$ cat src/rtl/multicycle_alu.sv
// EX-stage ALU: single-cycle logic/arith/compare, iterative mult/div.
// start/busy/done handshake lets the controller stall during long ops.
module multicycle_alu #(
  parameter int WIDTH = 32
) (
  input  logic             clk,
  input  logic             rst_n,
  input  logic             start,
  input  logic [3:0]       ALU_Control,
  input  logic [WIDTH-1:0] a,
  input  logic [WIDTH-1:0] b,
  output logic [WIDTH-1:0] result,
  output logic [WIDTH-1:0] hi,
  output logic             zero,
  output logic             busy,
  output logic             done,
  output logic             err
);

  localparam int CW = $clog2(WIDTH + 1);

  localparam logic [1:0] S_IDLE = 2'd0;
  localparam logic [1:0] S_MUL  = 2'd1;
  localparam logic [1:0] S_DIV  = 2'd2;
  localparam logic [1:0] S_DONE = 2'd3;

  localparam logic [3:0] OP_DIV = 4'h0;
  localparam logic [3:0] OP_MUL = 4'h1;
  localparam logic [3:0] OP_SUB = 4'h2;
  localparam logic [3:0] OP_ADD = 4'h3;
  localparam logic [3:0] OP_OR  = 4'h4;
  localparam logic [3:0] OP_AND = 4'h5;
  localparam logic [3:0] OP_LT  = 4'h6;
  localparam logic [3:0] OP_LE  = 4'h7;
  localparam logic [3:0] OP_GT  = 4'h8;
  localparam logic [3:0] OP_GE  = 4'h9;
  localparam logic [3:0] OP_EQ  = 4'ha;
  localparam logic [3:0] OP_NE  = 4'hb;

  logic [1:0]       state;
  logic [CW-1:0]    cnt;
  logic [WIDTH-1:0] op_d;
  logic [WIDTH-1:0] acc;
  logic [WIDTH-1:0] mq;
  logic             div0;

  logic [WIDTH-1:0] sc_res;
  logic             sc_err;
  logic             cmp;

  logic [WIDTH:0]   mul_sum;
  logic [WIDTH-1:0] mul_acc_n;
  logic [WIDTH-1:0] mul_mq_n;

  logic [WIDTH:0]   div_sh;
  logic [WIDTH+1:0] div_tr;
  logic             div_ok;
  logic [WIDTH-1:0] div_acc_n;
  logic [WIDTH-1:0] div_mq_n;

  logic last;

  assign busy = (state == S_MUL) || (state == S_DIV);
  assign done = (state == S_DONE);
  assign last = (cnt == CW'(1));

  always_comb begin
    sc_res = '0;
    sc_err = 1'b0;
    cmp    = 1'b0;
    unique case (1'b1)
      (ALU_Control == OP_DIV),
      (ALU_Control == OP_MUL): sc_res = '0;
      (ALU_Control == OP_SUB): sc_res = a - b;
      (ALU_Control == OP_ADD): sc_res = a + b;
      (ALU_Control == OP_OR):  sc_res = a | b;
      (ALU_Control == OP_AND): sc_res = a & b;
      (ALU_Control == OP_LT):  cmp = $signed(a) <  $signed(b);
      (ALU_Control == OP_LE):  cmp = $signed(a) <= $signed(b);
      (ALU_Control == OP_GT):  cmp = $signed(a) >  $signed(b);
      (ALU_Control == OP_GE):  cmp = $signed(a) >= $signed(b);
      (ALU_Control == OP_EQ):  cmp = (a == b);
      (ALU_Control == OP_NE):  cmp = (a != b);
      default:                 sc_err = 1'b1;
    endcase
    if (cmp) sc_res = {{(WIDTH-1){1'b0}}, 1'b1};
  end

  // Shift-add: acc holds the running high word, mq the multiplier
  // being shifted out while product low bits shift in from the top.
  always_comb begin
    mul_sum   = {1'b0, acc} + (mq[0] ? {1'b0, op_d} : '0);
    mul_acc_n = mul_sum[WIDTH:1];
    mul_mq_n  = {mul_sum[0], mq[WIDTH-1:1]};
  end

  // Restoring divide; the extra guard bit keeps the borrow honest
  // when a zero divisor lets the partial remainder fill all WIDTH bits.
  always_comb begin
    div_sh    = {acc, mq[WIDTH-1]};
    div_tr    = {1'b0, div_sh} - {2'b00, op_d};
    div_ok    = ~div_tr[WIDTH+1];
    div_acc_n = div_ok ? div_tr[WIDTH-1:0] : div_sh[WIDTH-1:0];
    div_mq_n  = {mq[WIDTH-2:0], div_ok};
  end

  always_ff @(posedge clk) begin
    if (!rst_n) begin
      state  <= S_IDLE;
      cnt    <= '0;
      op_d   <= '0;
      acc    <= '0;
      mq     <= '0;
      div0   <= 1'b0;
      result <= '0;
      hi     <= '0;
      zero   <= 1'b0;
      err    <= 1'b0;
    end else begin
      unique case (state)
        S_IDLE: begin
          if (start) begin
            if (ALU_Control == OP_MUL) begin
              op_d  <= a;
              mq    <= b;
              acc   <= '0;
              cnt   <= CW'(WIDTH);
              state <= S_MUL;
            end else if (ALU_Control == OP_DIV) begin
              op_d  <= b;
              mq    <= a;
              acc   <= '0;
              div0  <= (b == '0);
              cnt   <= CW'(WIDTH);
              state <= S_DIV;
            end else begin
              result <= sc_res;
              hi     <= '0;
              zero   <= (sc_res == '0);
              err    <= sc_err;
              state  <= S_DONE;
            end
          end
        end
        S_MUL: begin
          acc <= mul_acc_n;
          mq  <= mul_mq_n;
          cnt <= cnt - CW'(1);
          if (last) begin
            result <= mul_mq_n;
            hi     <= mul_acc_n;
            zero   <= (mul_mq_n == '0);
            err    <= 1'b0;
            state  <= S_DONE;
          end
        end
        S_DIV: begin
          acc <= div_acc_n;
          mq  <= div_mq_n;
          cnt <= cnt - CW'(1);
          if (last) begin
            result <= div_mq_n;
            hi     <= div_acc_n;
            zero   <= (div_mq_n == '0);
            err    <= div0;
            state  <= S_DONE;
          end
        end
        S_DONE: state <= S_IDLE;
      endcase
    end
  end

endmodule
$ cat config.mk
export PLATFORM = sky130hd
export DESIGN_NAME = multicycle_alu
export DESIGN_NICKNAME = d
export VERILOG_FILES = /design/src/rtl/multicycle_alu.sv
export SDC_FILE = /design/constraint.sdc
export NUM_CORES = 1
export LEC_CHECK = 0
export BUFFER_PORTS_ARGS = -buffer_cell sky130_fd_sc_hd__buf_2
export CORE_UTILIZATION = 30
export DETAILED_ROUTE_END_ITERATION = 10
export PLACE_DENSITY = 0.48
export REMOVE_ABC_BUFFERS = 1
export SETUP_SLACK_MARGIN = 0.02
export SLEW_MARGIN = 5
export SYNTH_ARGS = -nofsm -noshare
export SYNTH_HDL_FRONTEND = slang
export SYNTH_SLANG_ARGS = --single-unit
$ cat constraint.sdc
create_clock -name clk -period 4.6 [get_ports clk]
set_clock_uncertainty 0.1 [all_clocks]
set_input_delay 0.92 -clock clk [delete_from_list [all_inputs] [get_ports clk]]
set_output_delay 0.92 -clock clk [all_outputs]
set_load 0.01 [all_outputs]
==> flow_summary_export.csv <==
group,metric,value,unit
run_status,status,"completed",
global_route,grt_max_degree,80,
global_route,antenna_found_initial,2,
power,pwr-share-clk,18.3,%
yosys,synth_area,0.0170,mm^2
critical_path,critPathKind,"input pin to register",
placed_design,gp_congestion,0.968,
clock_tree,cts_tree,"done",
placed_design,numPlacedInstances,3249,
power,power_switching_share,49.2,%
drt,wl_per_cell,21.7,um
yosys,synth_area_leaders,"dfxtp_1 20%, ha_1 12%, nand2_1 6.2%",
global_route,grtUsageTotal,24.5,%
power,pwr_density_cell,403,mW/mm^2
power,combPwrFrac,57.4,%
global_route,grt_pass1_wl,107000,um
power,p_int,4.10,mW
yosys,syn_inst,2327,
power,pwr-share-seq,24.4,%
drt,vias,18307,
sta,period_minus_slack,4.50,ns
power,cellLeakagePower,9.26,nW
sta,setup_viol,0,
final_layout,drive_above_1_share,15.5,%
final_layout,register_area,0.00342,mm^2
clock_tree,cts_root_buf,"clkbuf_16",
critical_path,cp_max_fo,4,
yosys,yosysSeqAreaShare,20.2,%
final_layout,multi_input_comb_area,0.0125,mm^2
min_path,hp-class,"register to register",
drt,wl_met1,31600,um
sta,hold_slack,0.333,ns
drt,met2_wirelength,33100,um
yosys,synth_edf_count,0,
power,vdd_drop_max,0.467,mV
drt,met3_length,4350,um
final_layout,finalNetCount,2762,
die,rows,86,
yosys,yosysTopAreaCellShare,20.2,%
power,power.total,8.07,mW
drt,drc_errors,0,
yosys,async_reset_ff_share,0,%
sta,worst_slack,0.0983,ns
run,drv_cap,0,
yosys,ys_seq_elements,171,
sta,fmax,222,MHz
yosys,yosysMostFrequentCell,"nand2_1",
die,initial_utilization,30.6,%
die,die_w,240,um
clock_tree,clock_path_buffers,2,
critical_path,worstPathArrival,4.80,ns
critical_path,required,4.90,ns
yosys,ys_types,88,
die,io_pins,139,
final_layout,fillers,6020,
sta,final_min_period_over_clock_period,97.9,%
die,coreArea,0.0555,mm^2
final_layout,synthToLayoutAreaGrowth,18.1,%
sta,tns,0,ns
drt,ant_nets,0,
die,chipHeight,240,um
clock_tree,insertion_delay,0.45,ns
yosys,synthFlopType,"dfxtp_1",
sta,relSlewSlack,43.5,%
sta,grt_setup_unrepaired,"no",
placed_design,numPortBuffers,138,
drt,routed_via_density,5.58,
yosys,synth_largest_area_cell,"dfxtp_1",
global_route,grt-ovfl-total,0,
clock_tree,htree_levels,4,
placed_design,preCtsSetupSlack,-0.202,ns
yosys,ys_warn_count,0,
drt,drt_iter0_drc,1637,
drt,drt-total-wl,71100,um
die,dieArea,0.0575,mm^2
critical_path,cp-start-kind,"input pin",
sta,final-hold-violation-count,0,
yosys,syn_avg_cell_area,7.29,um^2
power,p_switching,3.97,mW
drt,maxUsedRoutingLayer,"met5",
global_route,grt_pass1_vias,17580,
clock_tree,numCtsBuffers,17,
yosys,synth.top_cells.by_count,"282 x nand2_1, 205 x a21oi_1, 171 x dfxtp_1, 167 x ha_1, 167 x nor2_1",
critical_path,cp-end-kind,"register",
sta,drv_slew,0,
clock_tree,clock_sinks,171,
final_layout,final-instance-count-excl-fill,3281,
clock_tree,clkSlewWorstSetupHoldPaths,0.07,ns
sta,tightest_slew,0.840,ns
critical_path,r2r_slack,0.53,ns
drt,firstDrtPassIters,5,
placed_design,hpwl,56300,um
[state kept, by name, summed over array words and instances (netlist names)]
| register | flops |
|---|---|
| acc | 32 |
| hi | 32 |
| mq | 32 |
| op_d | 32 |
| result | 32 |
| cnt | 6 |
| state | 2 |
| div0 | 1 |
| err | 1 |
| zero | 1 |
[logic make-up after synthesis]
logic type / Yosys count / share of synthesized area [%]
flops: 171 / 20.2
compound gates: 836 / 34.1
mux: 18 / 1.08
buf+inv: 299 / 6.75
xor+xnor: 77 / 3.98
simple gates: 755 / 21.1
fa+ha+maj: 171 / 12.8
[layout by cell type, fill, tap and decap left out, types with 62 or more instances in the layout]
| cell | instances |
|---|---|
| nand2_1 | 281 |
| inv_1 | 146 |
| nor2_1 | 166 |
| buf_2 | 136 |
| o21ai_0 | 105 |
| ha_1 | 165 |
| a21oi_1 | 205 |
| buf_4 | 186 |
| dfxtp_1 | 171 |
| a22o_1 | 62 |
[path summary, 6_finish.rpt]
kind | cells after the start | end | from
hold reg to reg | 2 | hi[19] | hi[19]
hold / removal | 2 | hi[19] | hi[19]
setup reg to reg | 16 | acc[29] | mq[0]
setup / recovery | 18 | zero | a[1]
[per-layer routing]
layer | vias to the layer above | track usage [%]
li1 | 8838 | -
met1 | 8765 | 32.0
met2 | 604 | 40.5
met3 | 96 | 4.11
met4 | 4 | 8.24
met5 | - | 0
[cell type report]
cell class	instances	area share (%)
Antenna cell	1	0.0125
Clock buffer	18	2.14
Clock inverter	13	0.699
Inverter	150	2.81
Multi-Input combinational cell	1857	62.1
Sequential cell	171	17.1
Tap cell	748	4.67
Timing Repair Buffer	323	10.5
[timing repair]
action / CTS / global route
endpoints found under the setup margin: 0 / 1
hold buffers: 0 / 0
buffers inserted: 0 / 0
gates resized for setup: 0 / 1
[stage by stage]
stage          cell area (um^2)  utilization (%)
6_report                  20000             36.1
5_1_grt                   20000             36.1
3_3_place_gp              19500             35.1
3_5_place_dp              19500             35.1
2_1_floorplan             16400                -
4_1_cts                   20000             36.1
[power groups by stage]
stage | clock network [mW] | logic, mW | registers, mW
finish | 1.48 | 4.63 | 1.97
global route | 1.57 | 5.03 | 1.99
CTS | 1.51 | 4.62 | 1.97
detailed placement | 0 | 4.60 | 2.00
global placement | 0 | 4.58 | 2.00
floorplan | 0 | 2.76 | 1.95
[worst max-delay path, cell delays in order]
cell and delay, ns:
buf_2 0.14, inv_1 0.07, ha_1 0.31, o21bai_1 0.32, a211oi_1 0.15, buf_4 0.16
o2111ai_1 0.18, buf_4 0.15, a2111oi_0 0.08, buf_4 0.15, o31ai_1 0.50, buf_4 0.22
a21boi_1 0.10, or3b_1 0.36, a31oi_1 0.40, nand4bb_1 0.15, nor4_1 0.23, a22o_1 0.18
No activity file was read; power rests on OpenSTA's default activity.
